## src/rtl/tc_clk_mux2_seq.sv

```systemverilog
// Select sequencer for a non-glitch-free 2:1 clock mux.
// For each select change it gates the downstream clock, optionally holds the
// downstream domain in reset, flips the select, waits for the mux output to
// settle, then re-enables the clock.
// Ports:
//   clk_i, rst_i    always-on reference clock, async active-high reset
//   req_valid_i     switch request valid
//   req_sel_i       requested select, sampled on the handshake
//   req_ready_o     high only while IDLE
//   clk_sel_o       registered select to the clock mux
//   clk_gate_en_o   enable for the downstream clock gate
//   dom_rst_o       active-high reset for the downstream domain
//   busy_o          high in any state other than IDLE
//   done_o          one-cycle pulse when a request completes
module tc_clk_mux2_seq #(
  parameter int unsigned GATE_CYCLES   = 4,
  parameter int unsigned SETTLE_CYCLES = 8,
  parameter bit          HOLD_RST      = 1'b1,
  parameter bit          SEL_RST       = 1'b0
) (
  input  logic clk_i,
  input  logic rst_i,
  input  logic req_valid_i,
  input  logic req_sel_i,
  output logic req_ready_o,
  output logic clk_sel_o,
  output logic clk_gate_en_o,
  output logic dom_rst_o,
  output logic busy_o,
  output logic done_o
);

  localparam int unsigned MAX_CYC = (GATE_CYCLES > SETTLE_CYCLES) ? GATE_CYCLES : SETTLE_CYCLES;
  localparam int unsigned CNT_W   = $clog2(MAX_CYC + 1);

  localparam logic [CNT_W-1:0] GATE_LOAD   = CNT_W'(GATE_CYCLES - 1);
  localparam logic [CNT_W-1:0] SETTLE_LOAD = CNT_W'(SETTLE_CYCLES - 1);

  typedef enum logic [1:0] {
    ST_INIT,
    ST_IDLE,
    ST_GATE,
    ST_SETTLE
  } state_t;

  state_t           state_q, state_d;
  logic [CNT_W-1:0] cnt_q, cnt_d;
  logic             tgt_q, tgt_d;
  logic             sel_d, gate_d, drst_d, rdy_d, busy_d, done_d;

  // State, counter and registered outputs
  always_ff @(posedge clk_i or posedge rst_i) begin
    if (rst_i) begin
      state_q       <= ST_INIT;
      cnt_q         <= SETTLE_LOAD;
      tgt_q         <= SEL_RST;
      clk_sel_o     <= SEL_RST;
      clk_gate_en_o <= 1'b0;
      dom_rst_o     <= 1'b1;
      req_ready_o   <= 1'b0;
      busy_o        <= 1'b1;
      done_o        <= 1'b0;
    end else begin
      state_q       <= state_d;
      cnt_q         <= cnt_d;
      tgt_q         <= tgt_d;
      clk_sel_o     <= sel_d;
      clk_gate_en_o <= gate_d;
      dom_rst_o     <= drst_d;
      req_ready_o   <= rdy_d;
      busy_o        <= busy_d;
      done_o        <= done_d;
    end
  end

  // Next state and next output values
  always_comb begin
    state_d = state_q;
    // Counter saturates at zero so it can never wrap.
    cnt_d   = (cnt_q != '0) ? (cnt_q - CNT_W'(1)) : cnt_q;
    tgt_d   = tgt_q;
    sel_d   = clk_sel_o;
    gate_d  = clk_gate_en_o;
    drst_d  = dom_rst_o;
    rdy_d   = req_ready_o;
    busy_d  = busy_o;
    done_d  = 1'b0;

    case (state_q)
      ST_INIT: begin
        if (cnt_q == '0) begin
          state_d = ST_IDLE;
          gate_d  = 1'b1;
          drst_d  = 1'b0;
          rdy_d   = 1'b1;
          busy_d  = 1'b0;
        end
      end
      ST_IDLE: begin
        cnt_d = cnt_q;
        if (req_valid_i && req_ready_o) begin
          if (req_sel_i == clk_sel_o) begin
            // Already on the requested clock: acknowledge without gating.
            done_d = 1'b1;
          end else begin
            state_d = ST_GATE;
            gate_d  = 1'b0;
            drst_d  = HOLD_RST;
            rdy_d   = 1'b0;
            busy_d  = 1'b1;
            tgt_d   = req_sel_i;
            cnt_d   = GATE_LOAD;
          end
        end
      end
      ST_GATE: begin
        // Select flips only here, with the gate already closed.
        if (cnt_q == '0) begin
          state_d = ST_SETTLE;
          sel_d   = tgt_q;
          cnt_d   = SETTLE_LOAD;
        end
      end
      ST_SETTLE: begin
        if (cnt_q == '0) begin
          state_d = ST_IDLE;
          gate_d  = 1'b1;
          drst_d  = 1'b0;
          rdy_d   = 1'b1;
          busy_d  = 1'b0;
          done_d  = 1'b1;
        end
      end
      default: state_d = ST_INIT;
    endcase
  end

endmodule

```

## config.mk

```make
export PLATFORM = sky130hd
export DESIGN_NAME = tc_clk_mux2_seq
export DESIGN_NICKNAME = d
export VERILOG_FILES = /design/src/rtl/tc_clk_mux2_seq.sv
export SDC_FILE = /design/constraint.sdc
export NUM_CORES = 1
export LEC_CHECK = 0
export BUFFER_PORTS_ARGS = -buffer_cell sky130_fd_sc_hd__buf_2
export CORE_AREA = 2 2 39 41
export CTS_BUF_LIST = sky130_fd_sc_hd__clkbuf_4 sky130_fd_sc_hd__clkbuf_8
export DETAILED_ROUTE_END_ITERATION = 12
export DIE_AREA = 0 0 41 43
export PLACE_DENSITY = 0.73
export SYNTH_ARGS = -nofsm -noshare
export SYNTH_HDL_FRONTEND = slang
export SYNTH_SLANG_ARGS = --single-unit
```

## constraint.sdc

```tcl
create_clock -name clk_i -period 2.4 [get_ports clk_i]
set_input_delay 0.12 -clock clk_i [delete_from_list [all_inputs] [get_ports clk_i]]
set_output_delay 0.12 -clock clk_i [all_outputs]
set_load 0.1 [all_outputs]
```

==> results of run 1 <==
-- power breakdown --
| group | internal [mW] | switching [mW] |
|---|---|---|
| combinational | 0.00326 | 0.00609 |
| sequential | 0.186 | 0 |
| clock | 0.0619 | 0.0723 |
-- through the flow --
step                power, mW  cell area [um^2]  utilization  hold WS, ns
detailed placement      0.197               717        0.518        0.140
global placement        0.197               717        0.518        0.131
finish                  0.329               754        0.545        0.120
global route            0.345               754        0.545        0.131
CTS                     0.329               754        0.545        0.118
floorplan               0.192               691            -      -0.0304
-- cells in the final DEF, fill, tap and decap left out --
| master | count |
|---|---|
| sky130_fd_sc_hd__xor2_1 | 1 |
| sky130_fd_sc_hd__a21o_1 | 3 |
| sky130_fd_sc_hd__ha_1 | 5 |
| sky130_fd_sc_hd__dfrtp_1 | 7 |
| sky130_fd_sc_hd__clkbuf_4 | 3 |
| sky130_fd_sc_hd__nand2b_1 | 1 |
| sky130_fd_sc_hd__o21ai_0 | 4 |
| sky130_fd_sc_hd__o22ai_1 | 2 |
| sky130_fd_sc_hd__buf_2 | 9 |
| sky130_fd_sc_hd__a31oi_1 | 2 |
| sky130_fd_sc_hd__a31o_2 | 1 |
| sky130_fd_sc_hd__o2bb2ai_1 | 1 |
| sky130_fd_sc_hd__mux2_2 | 1 |
| sky130_fd_sc_hd__clkinv_2 | 1 |
| sky130_fd_sc_hd__nor3_1 | 1 |
| sky130_fd_sc_hd__a22oi_1 | 1 |
| sky130_fd_sc_hd__nor2_1 | 2 |
| sky130_fd_sc_hd__nand2_1 | 6 |
| sky130_fd_sc_hd__nand3_1 | 1 |
| sky130_fd_sc_hd__a22o_1 | 2 |
| sky130_fd_sc_hd__nand2_4 | 1 |
| sky130_fd_sc_hd__dfstp_2 | 4 |
| sky130_fd_sc_hd__and3_2 | 1 |
| sky130_fd_sc_hd__nor3b_4 | 1 |
| sky130_fd_sc_hd__inv_1 | 8 |
| sky130_fd_sc_hd__a21oi_1 | 5 |
| sky130_fd_sc_hd__nor2b_1 | 1 |
| sky130_fd_sc_hd__or3_1 | 1 |
| sky130_fd_sc_hd__inv_2 | 1 |
| sky130_fd_sc_hd__a41oi_1 | 1 |
| sky130_fd_sc_hd__mux2_4 | 1 |
| sky130_fd_sc_hd__dlygate4sd3_1 | 1 |
-- logic make-up (layout without fill, tap and decap cells) --
logic type / Yosys count / after routing
AO/OA/AOI/OAI: 22 / 22
multiplexers: 2 / 2
buffers and inverters: 14 / 23
XOR/XNOR: 1 / 1
flip-flops: 11 / 11
AND/OR/NAND/NOR: 16 / 16
adder cells (fa/ha/maj): 5 / 5
-- state kept, by name, indices dropped and copies added (netlist names) --
name / count
done_o: 1
clk_sel_o: 1
clk_gate_en_o: 1
cnt_q: 4
state_q: 2
busy_o: 1
tgt_q: 1
-- layout make-up --
type                            count  area share
Sequential cell                    11       0.371
Multi-Input combinational cell     46       0.448
Timing Repair Buffer               10      0.0730
Inverter                            9      0.0448
Clock inverter                      1     0.00663
Clock buffer                        3      0.0299
Tap cell                           16      0.0265
-- worst paths after layout --
kind / start / to / slack [ns]
worst min register to register: busy_o / busy_o / 0.50
worst min-delay path: req_sel_i / tgt_q / 0.12
worst max-delay path: cnt_q[0] / cnt_q[0] / 0.49
max in group asynchronous: rst_i / cnt_q[1] / 1.71
min in group asynchronous: rst_i / clk_gate_en_o / 0.36
worst max register to register: cnt_q[0] / cnt_q[0] / 0.49
-- worst register-to-register path, cell delays in order (launching register included) --
cell,delay [ns]
sky130_fd_sc_hd__dfstp_2,0.39
sky130_fd_sc_hd__inv_1,0.05
sky130_fd_sc_hd__ha_1,0.18
sky130_fd_sc_hd__nor3b_4,0.44
sky130_fd_sc_hd__inv_2,0.10
sky130_fd_sc_hd__ha_1,0.28
sky130_fd_sc_hd__nand2_1,0.06
sky130_fd_sc_hd__o21ai_0,0.07
sky130_fd_sc_hd__mux2_4,0.27
-- routing by layer --
| layer | wire, um | global-route usage | share of wire | up-vias |
|---|---|---|---|---|
| li1 | - | - | - | 265 |
| met1 | 568 | 0.233 | 0.45 | 252 |
| met2 | 601 | 0.231 | 0.48 | 12 |
| met3 | 50 | 0.0628 | 0.040 | 5 |
| met4 | 43 | 0.140 | 0.034 | 0 |
| met5 | 0 | 0 | 0 | - |
==> flow_metrics.tcl, run 1 <==
set metrics [dict create \
    min_delay_path_depth 3 \
    critical-path-top-delay-family "simple AND/OR/NAND/NOR gates" \
    syn_inst 71 \
    drcViolationCount 0 \
    finish.cell_count_without_fillers 96 \
    syn_nets 80 \
    worst_setup_hold_path_clk_slew_ns 0.08 \
    grt_setup_unrepaired "false" \
    grt_pass1_wl_mm 2.02 \
    worst-endpoint-required_ns 2.61 \
    yosys.area_share.adder 0.0906 \
    synth_warnings 0 \
    crit_chain "inv_1 -> ha_1 -> nor3b_4 -> inv_2 -> ha_1 -> nand2_1 -> o21ai_0 -> mux2_4" \
    post_drt_via_cell_ratio 5.56 \
    numClockSinks 11 \
    xor_and_xnor_fraction_of_the_mapped_netlist_area 0.0127 \
    tightest_slew_ns 0.483 \
    detailed_place_hpwl_um 890 \
    finalWorstPathRequiredPeriod_ns 1.91 \
    io-pin-count 10 \
    chipHeight_um 43 \
    p_leak_nw 0.389 \
    reg2reg_depth 8 \
    cts_tree "built" \
    proportion_of_synthesized_area_in_mux_cells 0.0380 \
    hold_class "in2reg" \
    place.gp.congestion 0.777 \
    yosysTopAreaCellShare 0.254 \
    synth.yosys.seq_area_share 0.406 \
    die_w_um 41 \
    simple_gate_share_of_the_synthesized_area 0.139 \
    critical_path_peak_fanout 8 \
    status "finished clean" \
    port_buffer_cells 9 \
    path_common_cell "sky130_fd_sc_hd__ha_1" \
    synthDominantAreaCellType "sky130_fd_sc_hd__dfrtp_1" \
    multi_input_comb_area_um2 338 \
    cp.depth 8 \
    final.setup.worst_slack_ns 0.489 \
    drt-total-wl_mm 1.26 \
    post_detailed_route_wirelength_per_cell_um 13.2 \
    n_antenna_cell 0 \
    place_worst_setup_slack_ns 0.526 \
    yosys-top-cells-area "sky130_fd_sc_hd__dfrtp_1, sky130_fd_sc_hd__dfstp_2, sky130_fd_sc_hd__ha_1" \
    synthesized_area_fraction_occupied_by_ao_oa_aoi_and_oai_cells 0.208 \
    timing.fmax_ghz 0.523 \
    timing_max_transition_violations_final 0 \
    cts.root.buffer_cell "sky130_fd_sc_hd__clkbuf_4" \
    drt-pass1-iter-count 2 \
    ys_types 31 \
    power.ir.vdd_worst_mv 0.308 \
    place_inst 91 \
    final_antenna_net_count 0 \
    dieArea_mm2 0.00176 \
    main_combinational_cell_family_by_area_after_synthesis "compound AO/OA/AOI/OAI gates" \
    clock_latency_ns 0.28 \
    async_reset_ff_frac 1.00 \
    resize_count_post_cts 0 \
    floorplan.initialDensity 0.499 \
    register_area_um2 280 \
    post-route-period-util 0.796 \
    cpMaxStageDelayCell "sky130_fd_sc_hd__nor3b_4" \
    cts-root-to-sink-buffers 2 \
    worst-path-buf-inv 2 \
    flow.area_growth_from_synthesis_pct 9.24 \
    post-cts-setup-buffers 0 \
    timing.final.hold_violations 0 \
    crit_arrival_ns 2.12 \
    tritoncts.num_buffers 3 \
    worst_slew_margin_rel 0.680 \
    max_cap_violations 0 \
    rows 14 \
    drt_iter0_drc 7 \
    coreArea_mm2 0.00138 \
    grt_antenna_before_repair 0 \
    gr-usage-all-layers 0.180 \
    start_kind "flip-flop" \
    via_count_of_the_first_global_routing_pass 451 \
    final_setup_violation_count 0 \
    grt_max_degree 12 \
    setup.worst_path.end_class "flip-flop" \
    yosysMostFrequentCell "sky130_fd_sc_hd__inv_1" \
    crit_type "reg2reg" \
    synth-seq-cells 11 \
    synth_enable_flop_cells 0 \
    synth.avg_cell_area_um2 9.73 \
    hold_buffers 1 \
    post_route_cells_drive_above_1_share 0.300 \
    synthFlopType "sky130_fd_sc_hd__dfrtp_1" \
    number_of_nets_in_the_finished_design 90 \
    cts-htree-levels 1 \
    power-per-cell-area_mw_per_mm2 436 \
    via_count 534 \
    num-fill-cells 118 \
    global_route.overflow_total 0 \
    skew_ns 0.00220 \
    setup_tns_ns 0 \
    yosys-top-cells-count "sky130_fd_sc_hd__inv_1, sky130_fd_sc_hd__dfrtp_1, sky130_fd_sc_hd__nand2_1, sky130_fd_sc_hd__a21oi_1, sky130_fd_sc_hd__ha_1" \
    cpPeakStageDelay_ns 0.44 \
    syn_area_um2 691 \
]
No activity file was read; power rests on OpenSTA's default activity.
==> run 2: changes to the inputs <==
==> config.mk (replaced) <==
export PLATFORM = sky130hd
export DESIGN_NAME = tc_clk_mux2_seq
export DESIGN_NICKNAME = d
export VERILOG_FILES = /design/src/rtl/tc_clk_mux2_seq.sv
export SDC_FILE = /design/constraint.sdc
export NUM_CORES = 1
export LEC_CHECK = 0
export ABC_AREA = 1
export BUFFER_PORTS_ARGS = -buffer_cell sky130_fd_sc_hd__buf_2
export CORE_MARGIN = 2
export CORE_UTILIZATION = 55
export CTS_BUF_LIST = sky130_fd_sc_hd__clkbuf_4 sky130_fd_sc_hd__clkbuf_8
export DETAILED_ROUTE_END_ITERATION = 12
export PLACE_DENSITY = 0.77
export SYNTH_ARGS = -nofsm -noshare
export SYNTH_HDL_FRONTEND = slang
export SYNTH_SLANG_ARGS = --single-unit
==> constraint.sdc (replaced) <==
create_clock -name clk_i -period 1.9 [get_ports clk_i]
set_input_delay 0.095 -clock clk_i [delete_from_list [all_inputs] [get_ports clk_i]]
set_output_delay 0.095 -clock clk_i [all_outputs]
set_load 0.1 [all_outputs]
==> flow_metrics.tcl, run 2 <==
set metrics [dict create \
    power.ir.vdd_worst_mv 0.397 \
    xor_and_xnor_fraction_of_the_mapped_netlist_area 0.0121 \
    worst_hold_slack_ns 0.105 \
    crit_chain "inv_1 -> ha_1 -> nand3_2 -> ha_1 -> inv_1 -> a21oi_1 -> o21ai_0 -> nand2_1 -> o21ai_1" \
    critical-path-top-delay-family "flip-flops" \
    finalWorstPathRequiredPeriod_ns 1.59 \
    synth_enable_flop_cells 0 \
    crit_arrival_ns 1.79 \
    numClockSinks 11 \
    largest_reg_flops 4 \
    post-cts-setup-buffers 0 \
    final_setup_violation_count 0 \
    cts_tree "built" \
    drt-pass1-iter-count 4 \
    largestRegisters "cnt_q x4, state_q x2" \
    main_combinational_cell_family_by_area_after_synthesis "simple AND/OR/NAND/NOR gates" \
    tightest_slew_ns 0.488 \
    synth.yosys.seq_area_share 0.387 \
    die_w_um 40.3 \
    synthesized_area_fraction_occupied_by_ao_oa_aoi_and_oai_cells 0.0501 \
    drcViolationCount 0 \
    place.gp.congestion 0.826 \
    finish.utilization 0.635 \
    setup_tns_ns 0 \
    cpPeakStageDelay_ns 0.55 \
    yosys-top-cells-area "sky130_fd_sc_hd__dfrtp_1, sky130_fd_sc_hd__dfstp_2, sky130_fd_sc_hd__nand2_1" \
    skew_ns 0.00414 \
    ys_types 20 \
    flow.area_growth_from_synthesis_pct 11.2 \
    grt_max_degree 12 \
    proportion_of_synthesized_area_in_mux_cells 0 \
    yosys.area_share.adder 0.0864 \
    async_reset_ff_frac 1.00 \
    dieArea_mm2 0.00162 \
    setup.worst_path.end_class "flip-flop" \
    post_drt_via_cell_ratio 5.02 \
    grt_setup_unrepaired "false" \
    yosysTopAreaCellShare 0.242 \
    drt_iter0_drc 43 \
    synthFlopType "sky130_fd_sc_hd__dfrtp_1" \
    critical_path_peak_fanout 4 \
    syn_area_um2 724 \
    status "finished clean" \
    floorplan.initialDensity 0.571 \
    synth_warnings 0 \
    crit_type "reg2reg" \
    clock_latency_ns 0.27 \
    p_leak_nw 0.459 \
    max_cap_violations 0 \
    timing_max_transition_violations_final 0 \
    cpMaxStageDelayCell "sky130_fd_sc_hd__dfstp_2" \
    yosys-top-cells-count "sky130_fd_sc_hd__nand2_1, sky130_fd_sc_hd__inv_1, sky130_fd_sc_hd__dfrtp_1, sky130_fd_sc_hd__nand3_1, sky130_fd_sc_hd__ha_1" \
    fin_total_pwr_mw 0.424 \
    simple_gate_share_of_the_synthesized_area 0.340 \
    io-pin-count 10 \
    hold_buffers 1 \
    num-fill-cells 110 \
    grt_pass1_wl_mm 2.16 \
    synth.avg_cell_area_um2 7.79 \
    cts-htree-levels 1 \
    post-route-period-util 0.835 \
    port_buffer_cells 9 \
    number_of_nets_in_the_finished_design 114 \
    post_detailed_route_wirelength_per_cell_um 11.4 \
    worst_setup_hold_path_clk_slew_ns 0.07 \
    syn_nets 102 \
    tritoncts.num_buffers 3 \
    via_count_of_the_first_global_routing_pass 524 \
    regToRegSetupSlack_ns 0.31 \
    power-per-cell-area_mw_per_mm2 526 \
    yosysMostFrequentCell "sky130_fd_sc_hd__nand2_1" \
    final_antenna_net_count 0 \
    n_antenna_cell 0 \
    post_route_cells_drive_above_1_share 0.260 \
    start_kind "flip-flop" \
    mostFrequentLayoutCell "sky130_fd_sc_hd__nand2_1" \
    via_count 597 \
    synthDominantAreaCellType "sky130_fd_sc_hd__dfrtp_1" \
    timing.fmax_ghz 0.630 \
    syn_inst 93 \
    synth-seq-cells 11 \
    resize_count_post_cts 0 \
    coreArea_mm2 0.00127 \
    worst-endpoint-required_ns 2.11 \
    grt_antenna_before_repair 0 \
    cts-root-to-sink-buffers 2 \
    detailed_place_hpwl_mm 1.02 \
    gr-usage-all-layers 0.210 \
    timing.final.hold_violations 0 \
    register_area_um2 280 \
    worst-path-buf-inv 2 \
    regMostFlops "cnt_q" \
    worst_slew_margin_rel 0.677 \
    layout.cells.most_common_list "sky130_fd_sc_hd__nand2_1, sky130_fd_sc_hd__inv_1, sky130_fd_sc_hd__buf_2" \
    cts.root.buffer_cell "sky130_fd_sc_hd__clkbuf_4" \
    rows 13 \
    multi_input_comb_area_um2 354 \
    drt-total-wl_mm 1.36 \
    chipHeight_um 40.3 \
    global_route.overflow_total 0 \
    hold_class "in2reg" \
]
-- run 2: changes by cell type after synthesis, sizes merged, moves of 2 or more --
cell	previous run	this run
a21o	3	0
a22o	2	0
nand4	0	4
a21oi	5	2
mux2	2	0
nand3	1	9
nand2	7	31
inv	9	18
a31oi	2	0
-- run 2: worst paths after layout --
path,start,end,depth (start not counted)
setup / recovery,cnt_q[0],cnt_q[0],9
hold / removal,req_sel_i,tgt_q,3
setup reg to reg,cnt_q[0],cnt_q[0],9
hold reg to reg,cnt_q[2],cnt_q[2],2
max in group asynchronous,rst_i,busy_o,3
min in group asynchronous,rst_i,clk_sel_o,3
-- run 2: through the flow --
step           worst slack, ns  area (um^2)  cells
2_1_floorplan            0.235          724     93
3_3_place_gp             0.394          766    114
3_5_place_dp             0.322          766    114
4_1_cts                  0.313          806    119
5_1_grt                  0.161          806    119
6_report                 0.313          806    119
-- run 2: cell families (layout without fill, tap and decap cells) --
logic type	Yosys count	in the layout
and+or+nand+nor	48	48
buffers and inverters	21	32
DFF	11	11
adders and majority gates	5	5
xor gates and xnor gates	1	1
AOI/OAI and AO/OA	7	7
-- run 2: worst reg2reg max path, stage by stage (launching register included) --
cell	delay [ns]
sky130_fd_sc_hd__dfstp_2	0.55
sky130_fd_sc_hd__inv_1	0.06
sky130_fd_sc_hd__ha_1	0.25
sky130_fd_sc_hd__nand3_2	0.14
sky130_fd_sc_hd__ha_1	0.16
sky130_fd_sc_hd__inv_1	0.03
sky130_fd_sc_hd__a21oi_1	0.11
sky130_fd_sc_hd__o21ai_0	0.09
sky130_fd_sc_hd__nand2_1	0.07
sky130_fd_sc_hd__o21ai_1	0.06
-- run 2: power breakdown --
| group | switching [mW] | internal (mW) |
|---|---|---|
| logic | 0.00949 | 0.00520 |
| registers | 0 | 0.234 |
| clock network | 0.0790 | 0.0957 |
-- run 2: layout make-up --
type,instances,share of cell area
Timing Repair Buffer,10,0.0683
Multi-Input combinational cell,61,0.439
Tap cell,15,0.0233
Sequential cell,11,0.348
Clock buffer,4,0.0373
Inverter,18,0.0839
-- run 2: layer usage --
metal | track usage | up-vias | part of all wire
li1 | - | 310 | -
met1 | 0.247 | 265 | 0.46
met2 | 0.343 | 17 | 0.47
met3 | 0.0500 | 5 | 0.049
met4 | 0.125 | 0 | 0.024
met5 | 0 | - | 0
==> run 3: changes to the inputs <==
==> config.mk (replaced) <==
export PLATFORM = sky130hd
export DESIGN_NAME = tc_clk_mux2_seq
export DESIGN_NICKNAME = d
export VERILOG_FILES = /design/src/rtl/tc_clk_mux2_seq.sv
export SDC_FILE = /design/constraint.sdc
export NUM_CORES = 1
export LEC_CHECK = 0
export ABC_AREA = 0
export BUFFER_PORTS_ARGS = -buffer_cell sky130_fd_sc_hd__buf_2
export CORE_AREA = 2 2 39 41
export CTS_BUF_LIST = sky130_fd_sc_hd__clkbuf_4 sky130_fd_sc_hd__clkbuf_8
export DETAILED_ROUTE_END_ITERATION = 12
export DIE_AREA = 0 0 41 43
export PLACE_DENSITY = 0.73
export SYNTH_ARGS = -nofsm -noshare
export SYNTH_HDL_FRONTEND = slang
export SYNTH_SLANG_ARGS = --single-unit
==> constraint.sdc (replaced) <==
create_clock -name clk_i -period 1.6 [get_ports clk_i]
set_input_delay 0.08 -clock clk_i [delete_from_list [all_inputs] [get_ports clk_i]]
set_output_delay 0.08 -clock clk_i [all_outputs]
set_load 0.1 [all_outputs]
==> flow_metrics.tcl, run 3 (synthesis gave the netlist of run 1 again) <==
set metrics [dict create \
    number_of_nets_in_the_finished_design 99 \
    critical_path_peak_fanout 2 \
    io-pin-count 10 \
    drt_iter0_drc 4 \
    place_worst_setup_slack_ns -0.00188 \
    cts_tree "built" \
    grt_pass1_wl_mm 2.24 \
    layout.cells.most_common_list "sky130_fd_sc_hd__buf_2, sky130_fd_sc_hd__buf_4, sky130_fd_sc_hd__nand2_1" \
    max_cap_violations 0 \
    final.setup.worst_slack_ns 0.00554 \
    dieArea_mm2 0.00176 \
    chipHeight_um 43 \
    cts-root-to-sink-buffers 2 \
    floorplan.initialDensity 0.499 \
    timing_max_transition_violations_final 0 \
    global_route.overflow_total 0 \
    final_antenna_net_count 0 \
    timing.final.hold_violations 0 \
    setup_tns_ns 0 \
    grt_setup_unrepaired "true" \
    detailed_place_hpwl_um 916 \
    reg2reg_depth 9 \
    worst_setup_hold_path_clk_slew_ns 0.08 \
    drcViolationCount 0 \
    regMostFlops "cnt_q" \
    via_count_of_the_first_global_routing_pass 500 \
    drt-total-wl_mm 1.29 \
    crit_type "reg2reg" \
    grt_antenna_before_repair 0 \
    power.share.combinational 0.028 \
    hold_class "in2reg" \
    tritoncts.num_buffers 3 \
    drt-pass1-iter-count 2 \
    coreArea_mm2 0.00138 \
    place.gp.congestion 0.754 \
    port_buffer_cells 9 \
    worst_hold_slack_ns 0.0973 \
    cellInternalPower_mw 0.376 \
    setup.worst_path.end_class "flip-flop" \
    largestRegisters "cnt_q x4, state_q x2" \
    post_route_cells_drive_above_1_share 0.461 \
    largest_reg_flops 4 \
    worst_slew_margin_rel 0.680 \
    timing.fmax_ghz 0.627 \
    via_count 547 \
    power.ir.vdd_worst_mv 0.447 \
    p_sw_frac 0.230 \
    rows 14 \
    crit_chain "inv_2 -> ha_4 -> nor3b_4 -> inv_2 -> ha_4 -> inv_2 -> a21oi_2 -> o21ai_1 -> mux2_4" \
    post_detailed_route_wirelength_per_cell_um 12.3 \
    seq_power_share 0.570 \
    die_w_um 41 \
    postPlaceCellArea_um2 807 \
    worst-endpoint-required_ns 1.81 \
    power-per-cell-area_mw_per_mm2 571 \
    final_setup_violation_count 0 \
    cts-htree-levels 1 \
    cpPeakStageDelay_ns 0.54 \
    post_drt_via_cell_ratio 5.21 \
    cpMaxStageDelayCell "sky130_fd_sc_hd__dfstp_2" \
    finished_cell_area_um2 856 \
    min_delay_path_depth 3 \
    tightest_slew_ns 0.483 \
    grt_max_degree 12 \
    cts.root.buffer_cell "sky130_fd_sc_hd__clkbuf_4" \
    finalWorstPathRequiredPeriod_ns 1.59 \
    clock_power_share 0.402 \
    status "finished clean" \
    path_common_cell "sky130_fd_sc_hd__inv_2" \
    flow.area_growth_from_synthesis_pct 23.9 \
    p_leak_nw 0.431 \
    power_switching_mw 0.112 \
    skew_ns 0.00305 \
    gr-usage-all-layers 0.193 \
    crit_arrival_ns 1.80 \
    post-route-period-util 0.997 \
    n_antenna_cell 0 \
    clock_latency_ns 0.28 \
    numClockSinks 11 \
    start_kind "flip-flop" \
    num-fill-cells 119 \
]
-- run 3: cell count changes in the layout (fill, tap and decap cells not counted), sizes merged, moves of 2 or more --
cell	previous run	this run
a31oi	0	2
a21o	0	3
nand2	31	7
a22o	0	2
buf	9	18
nand3	9	1
inv	18	9
a21oi	2	5
mux2	0	2
nand4	4	0
-- run 3: final timing paths --
kind	end	slack (ns)	start
max in group asynchronous	cnt_q[0]	0.95	rst_i
hold reg to reg	busy_o	0.50	busy_o
hold / removal	tgt_q	0.1	req_sel_i
min in group asynchronous	done_o	0.33	rst_i
setup / recovery	cnt_q[0]	0.006	cnt_q[0]
setup reg to reg	cnt_q[0]	0.006	cnt_q[0]
-- run 3: what timing repair did --
item                                   CTS  global route
setup endpoints to repair                1             2
gates cloned                             0             0
setup buffers                            1             0
hold buffers                             1             0
resized for setup                        2             0
endpoints found under the hold margin    7             0
-- run 3: final cells by class --
class                      count  area [um^2]  share of cell area
clock inverter                 1         5.00             0.00585
tap                           16         20.0              0.0234
sequential                    11          285               0.333
timing repair buffer          19          123               0.143
clock buffer                   3         22.5              0.0263
multi-input combinational     46          367               0.428
inverter                       9         33.8              0.0395
-- run 3: metrics by stage --
step / power [mW] / std cells / util
after floorplan: 0.289 / 71 / -
after global placement: 0.295 / 99 / 0.583
after detailed placement: 0.296 / 99 / 0.583
after CTS: 0.492 / 105 / 0.618
after global routing: 0.514 / 105 / 0.618
final: 0.488 / 105 / 0.618
-- run 3: routing by layer --
metal  up-vias  share of wire  GRT usage
met5         -              0          0
met4         0          0.025      0.100
met3         5          0.034     0.0471
met2        10           0.46      0.263
met1       249           0.48      0.275
li1        283              -          -
-- run 3: critical path: cells and delay by family (launching register included) --
family          cells  cell delay, ns
buf+inv             3            0.15
mux                 1            0.25
fa+ha+maj           2            0.27
compound gates      2            0.16
simple gates        1            0.15
flops               1            0.54
-- run 3: power by group through the flow --
stage	combinational (mW)	clock, mW	sequential, mW
finish	0.0138	0.196	0.278
CTS	0.0144	0.200	0.278
global route	0.0167	0.219	0.278
floorplan	0.00534	0	0.283
detailed placement	0.0124	0	0.283
global placement	0.0119	0	0.283
